[src/rtl/alu_pkg.sv]
// Shared types for the arbitrated ALU: command encoding, arbiter states, default width.
package alu_pkg;

  localparam int ALU_W = 8;

  typedef enum logic [3:0] {
    OP_AND    = 4'd0,
    OP_XOR    = 4'd1,
    OP_OR     = 4'd2,
    OP_LSL    = 4'd3,
    OP_LSR    = 4'd4,
    OP_ADD    = 4'd5,
    OP_SUB    = 4'd6,
    OP_PASS_A = 4'd7
  } alu_op_e;

  typedef enum logic [1:0] {
    IDLE = 2'd0,
    EXEC = 2'd1,
    RESP = 2'd2
  } arb_state_e;

  // Upper half of the command space carries no operation.
  function automatic logic cmd_illegal(input logic [3:0] cmd);
    return cmd[3];
  endfunction

endpackage

[src/rtl/alu.sv]
// Combinational ALU: logic ops, single-bit shifts through a carry, wrapping add/sub.
module alu
  import alu_pkg::*;
#(
  parameter int W = ALU_W
) (
  input  alu_op_e        op,
  input  logic [W-1:0]   a,
  input  logic [W-1:0]   b,
  input  logic           cin,
  output logic [W-1:0]   rslt,
  output logic           cout
);

  always_comb begin
    rslt = '0;
    cout = 1'b0;
    case (op)
      OP_AND:    rslt = a & b;
      OP_XOR:    rslt = a ^ b;
      OP_OR:     rslt = a | b;
      OP_LSL:    {cout, rslt} = {a, cin};
      OP_LSR:    {rslt, cout} = {cin, a};
      OP_ADD:    rslt = a + b;
      OP_SUB:    rslt = a - b;
      OP_PASS_A: rslt = a;
      default:   rslt = '0;
    endcase
  end

endmodule

[src/rtl/alu_arbiter.sv]
// Two-requester round-robin front end sharing one ALU (grant -> exec -> response).
// Optional ALU_ARB_LOCK_EN adds req_lock so a requester can retain priority.
module alu_arbiter
  import alu_pkg::*;
#(
  parameter int W    = ALU_W,
  parameter int NREQ = 2
) (
  input  logic                     clk,
  input  logic                     rst_n,
  input  logic [NREQ-1:0]          req_valid,
  output logic [NREQ-1:0]          req_ready,
  input  logic [NREQ-1:0][3:0]     req_cmd,
  input  logic [NREQ-1:0][W-1:0]   req_a,
  input  logic [NREQ-1:0][W-1:0]   req_b,
  input  logic [NREQ-1:0]          req_cin,
`ifdef ALU_ARB_LOCK_EN
  input  logic [NREQ-1:0]          req_lock,
`endif
  output logic                     rsp_valid,
  input  logic                     rsp_ready,
  output logic                     rsp_id,
  output logic [W-1:0]             rsp_rslt,
  output logic                     rsp_cout,
  output logic                     rsp_err
);

  arb_state_e      state_q, state_d;
  logic            prio_q, prio_d;
  logic            gnt_q, gnt_d;
  logic [3:0]      cmd_q, cmd_d;
  logic [W-1:0]    a_q, a_d, b_q, b_d;
  logic            cin_q, cin_d;
  logic            rsp_id_q, rsp_id_d;
  logic [W-1:0]    rsp_rslt_q, rsp_rslt_d;
  logic            rsp_cout_q, rsp_cout_d;
  logic            rsp_err_q, rsp_err_d;

  logic [NREQ-1:0] ready_raw;
  logic            sel;
  logic            lock_hit;
  logic [W-1:0]    alu_rslt;
  logic            alu_cout;

  alu #(.W(W)) u_alu (
    .op   (alu_op_e'(cmd_q)),
    .a    (a_q),
    .b    (b_q),
    .cin  (cin_q),
    .rslt (alu_rslt),
    .cout (alu_cout)
  );

`ifdef ALU_ARB_LOCK_EN
  assign lock_hit = req_lock[gnt_q];
`else
  assign lock_hit = 1'b0;
`endif

  assign sel = req_valid[prio_q] ? prio_q : ~prio_q;

  always_comb begin
    state_d    = state_q;
    prio_d     = prio_q;
    gnt_d      = gnt_q;
    cmd_d      = cmd_q;
    a_d        = a_q;
    b_d        = b_q;
    cin_d      = cin_q;
    rsp_id_d   = rsp_id_q;
    rsp_rslt_d = rsp_rslt_q;
    rsp_cout_d = rsp_cout_q;
    rsp_err_d  = rsp_err_q;
    ready_raw  = '0;
    case (state_q)
      IDLE: begin
        if (|req_valid) begin
          ready_raw[sel] = 1'b1;
          gnt_d          = sel;
          cmd_d          = req_cmd[sel];
          a_d            = req_a[sel];
          b_d            = req_b[sel];
          cin_d          = req_cin[sel];
          state_d        = EXEC;
        end
      end
      EXEC: begin
        rsp_id_d  = gnt_q;
        rsp_err_d = cmd_illegal(cmd_q);
        // Illegal commands must not leak whatever the ALU happens to produce.
        rsp_rslt_d = rsp_err_d ? '0 : alu_rslt;
        rsp_cout_d = rsp_err_d ? 1'b0 : alu_cout;
        state_d    = RESP;
      end
      RESP: begin
        if (rsp_ready) begin
          state_d = IDLE;
          prio_d  = lock_hit ? gnt_q : ~gnt_q;
        end
      end
      default: state_d = IDLE;
    endcase
  end

  // Grant is combinational from IDLE; mask it so reset forces it low immediately.
  assign req_ready = ready_raw & {NREQ{rst_n}};

  always_ff @(posedge clk or negedge rst_n) begin
    if (!rst_n) begin
      state_q    <= IDLE;
      prio_q     <= 1'b0;
      gnt_q      <= 1'b0;
      cmd_q      <= '0;
      a_q        <= '0;
      b_q        <= '0;
      cin_q      <= 1'b0;
      rsp_id_q   <= 1'b0;
      rsp_rslt_q <= '0;
      rsp_cout_q <= 1'b0;
      rsp_err_q  <= 1'b0;
    end else begin
      state_q    <= state_d;
      prio_q     <= prio_d;
      gnt_q      <= gnt_d;
      cmd_q      <= cmd_d;
      a_q        <= a_d;
      b_q        <= b_d;
      cin_q      <= cin_d;
      rsp_id_q   <= rsp_id_d;
      rsp_rslt_q <= rsp_rslt_d;
      rsp_cout_q <= rsp_cout_d;
      rsp_err_q  <= rsp_err_d;
    end
  end

  assign rsp_valid = (state_q == RESP);
  assign rsp_id    = rsp_id_q;
  assign rsp_rslt  = rsp_rslt_q;
  assign rsp_cout  = rsp_cout_q;
  assign rsp_err   = rsp_err_q;

endmodule

[config.mk]
export PLATFORM = sky130hd
export DESIGN_NAME = alu_arbiter
export DESIGN_NICKNAME = d
export VERILOG_FILES = /design/src/rtl/alu_pkg.sv /design/src/rtl/alu.sv /design/src/rtl/alu_arbiter.sv
export SDC_FILE = /design/constraint.sdc
export NUM_CORES = 1
export LEC_CHECK = 0
export CAP_MARGIN = 20
export CORE_ASPECT_RATIO = 2
export CORE_MARGIN = 1.5
export CORE_UTILIZATION = 55
export CTS_BUF_LIST = sky130_fd_sc_hd__clkbuf_16
export CTS_CLUSTER_DIAMETER = 80
export DETAILED_ROUTE_END_ITERATION = 16
export PLACE_DENSITY = 0.84
export SYNTH_ARGS = -nofsm -noshare
export SYNTH_HDL_FRONTEND = slang
export SYNTH_HIERARCHICAL = 1
export SYNTH_SLANG_ARGS = --single-unit
[constraint.sdc]
create_clock -name clk -period 7.8 [get_ports clk]
set_input_delay 1.17 -clock clk [delete_from_list [all_inputs] [get_ports clk]]
set_output_delay 1.17 -clock clk [all_outputs]
set_load 0.02 [all_outputs]
==> reports/metrics.cfg <==
[critical_path]
critical_path_class = primary input to primary output
r2r-start = cmd_q[2]
startpoint_type = primary input
path_max_fanout = 23
cp_data_arrival_time_ns = 3.17
endpoint_kind = primary output
startpoint = req_valid[1]
cp.required_ns = 6.63

[sta]
report.final.slew_viol_count = 0
post-route-period-util = 0.556
worst_slew_pin_slew_ns = 0.751
setup_viol = 0
rsz0062_at_grt = no
fmax_ghz = 0.231
hold_viol = 0
relSlewSlack = 0.499
setup_tns_ns = 0
fin_skew_ns = 0.00360
period_minus_slack_ns = 4.34

[synth]
yosys-top-cells-area = dfrtp_1 29%, ha_1 9.8%, o221ai_2 9.3%
synth.area.mux_share = 0.0523
synth_edf_count = 0
async_flop_share = 1.00
synth_seq_cells = 36
synth-main-ff-cell = dfrtp_1
avgSynthCellArea_um2 = 8.77
synth_compound_area_frac = 0.259
synthAdderAreaFrac = 0.105
syn_area_mm2 = 0.00306
yosysWarningCount = 6
synth_largest_area_cell = dfrtp_1
synth_top_family_by_area = compound AO/OA/AOI/OAI gates
synth_top_area_share = 0.294
synthCells = 349
ys_seq_area_frac = 0.294
synth_xor_area_frac = 0.0343
synth-simple-area-share = 0.132
syn_nets = 421
synthDistinctLibCells = 49

[min_path]
hold_path.class = flip-flop to flip-flop
min_from = rsp_rslt[5]

[clocking]
cts_made_buffers = 5
postCtsHoldBufs = 0
clock-sinks = 36
cts_buffer_depth = 2
cts_resized = 0
htreeDepth = 2
cts_setup_buffers = 0
tritoncts = built
clockRootBuffer = clkbuf_16
clk_pin_slew_worst_paths_ns = 0.06
clk_latency_ns = 0.28

[grt]
grt_antenna_before_repair = 0
grt_max_degree = 38
grt_util_all_layers = 0.268
overflow = 0
grt_pass1_wl_mm = 12.7
grt_pass1_vias = 2714

[placement]
globalplace.congestion = 0.916
port_buffers = 60
dp.cells = 452
placed_area_mm2 = 0.00363
detailed_place_hpwl_mm = 5.59

[finish]
antenna_cells = 0
regArea_um2 = 901
multiInputGateArea_mm2 = 0.00178
area_delta_synth_final_pct = 24.2
layout_common_cells = 65 x inv_1, 60 x clkdlybuf4s50_1, 36 x dfrtp_1
stdcell_area_mm2 = 0.00380
final_common_cell = inv_1
filler_cell_count = 406
final_nets = 471
final_layout_size_suffix_gt1_frac = 0.110
stdcell_count = 460

[power_and_ir_drop]
power_density_mw_per_mm2 = 459
max-vdd-ir-drop_mv = 0.345
leakagePower_nw = 1.73

[route]
vias_per_cell = 6.00
wl_mm = 7.58
via_count = 2759
ant_nets = 0
wl_per_cell_um = 16.5
route.detailed.drc = 0
drtIter0Drc = 126
drt-pass1-iter-count = 5

[floorplanning]
die_h_um = 108
core_area_mm2 = 0.00537
num_rows = 38
fp.dieW_um = 55.7
die-area_mm2 = 0.00605
ios = 61
start_util = 0.570

[flow_run]
drv_cap = 0

[outcome]
status = complete, no violations

-- synthesized netlist by cell type (all sizes together) (7+ instances only) --
library cell   n
o221ai        23
nand2b        17
nand3         10
ha            24
clkbuf         7
nor2          15
buf           14
xnor2          9
dfrtp         36
o21ai         42
nand2         23
inv           65
-- worst max-delay path, stage by stage --
cell	delay, ns
clkdlybuf4s50_1	0.45
nand2_1	0.10
nand3_2	0.52
nor2_1	0.29
clkdlybuf4s50_1	0.64
-- path summary, 6_finish.rpt --
path,end,slack (ns),depth (start not counted)
worst max-delay path,req_ready[0],3.46,5
worst min-delay path,rsp_rslt[5],0.48,2
worst max register to register,rsp_rslt[1],4.50,9
worst min register to register,rsp_rslt[5],0.48,2
max in group asynchronous,b_q[2],6.16,2
min in group asynchronous,rsp_rslt[6],1.31,2
-- cells by family after synthesis --
group           Yosys count
xor+xnor                 12
buf+inv                  86
compound gates          100
fa+ha+maj                25
flops                    36
mux                      12
simple gates             78
-- registers in the layout, indices dropped and copies added, names as in the netlist, 2 cells and up --
name      count
b_q           8
state_q       2
a_q           8
rsp_rslt      8
cmd_q         4
-- metrics by stage --
| step | utilization | hold slack [ns] | worst slack, ns | power [W] |
|---|---|---|---|---|
| floorplan | - | 0.458 | 4.79 | 0.00123 |
| global placement | 0.676 | 0.466 | 3.55 | 0.00145 |
| detailed placement | 0.676 | 0.472 | 3.49 | 0.00149 |
| CTS | 0.707 | 0.486 | 3.49 | 0.00173 |
| global route | 0.707 | 0.511 | 3.37 | 0.00188 |
| finish | 0.707 | 0.479 | 3.46 | 0.00174 |
-- area by class of cell --
type,count,share of cell area
Tap cell,60,0.0198
Inverter,65,0.0642
Sequential cell,36,0.237
Clock inverter,3,0.0112
Multi-Input combinational cell,227,0.469
Clock buffer,5,0.0329
Timing Repair Buffer,64,0.166
-- where the power goes --
part | switching (W) | internal, W | leakage (nW)
Sequential | 0.000143 | 0.000272 | 0.453
Combinational | 0.000590 | 0.000511 | 1.20
Clock | 0.0000785 | 0.000150 | 0.0798
Total | 0.000811 | 0.000933 | 1.73
-- metal layers --
layer | share of wire | vias up | wire length, µm | GRT usage
met1 | 0.36 | 1328 | 2710 | 0.290
met3 | 0.035 | 30 | 265 | 0.0347
met5 | 0 | - | 0 | 0
li1 | - | 1303 | - | -
met2 | 0.56 | 98 | 4240 | 0.491
met4 | 0.049 | 0 | 369 | 0.148
No activity file was read; power rests on OpenSTA's default activity.
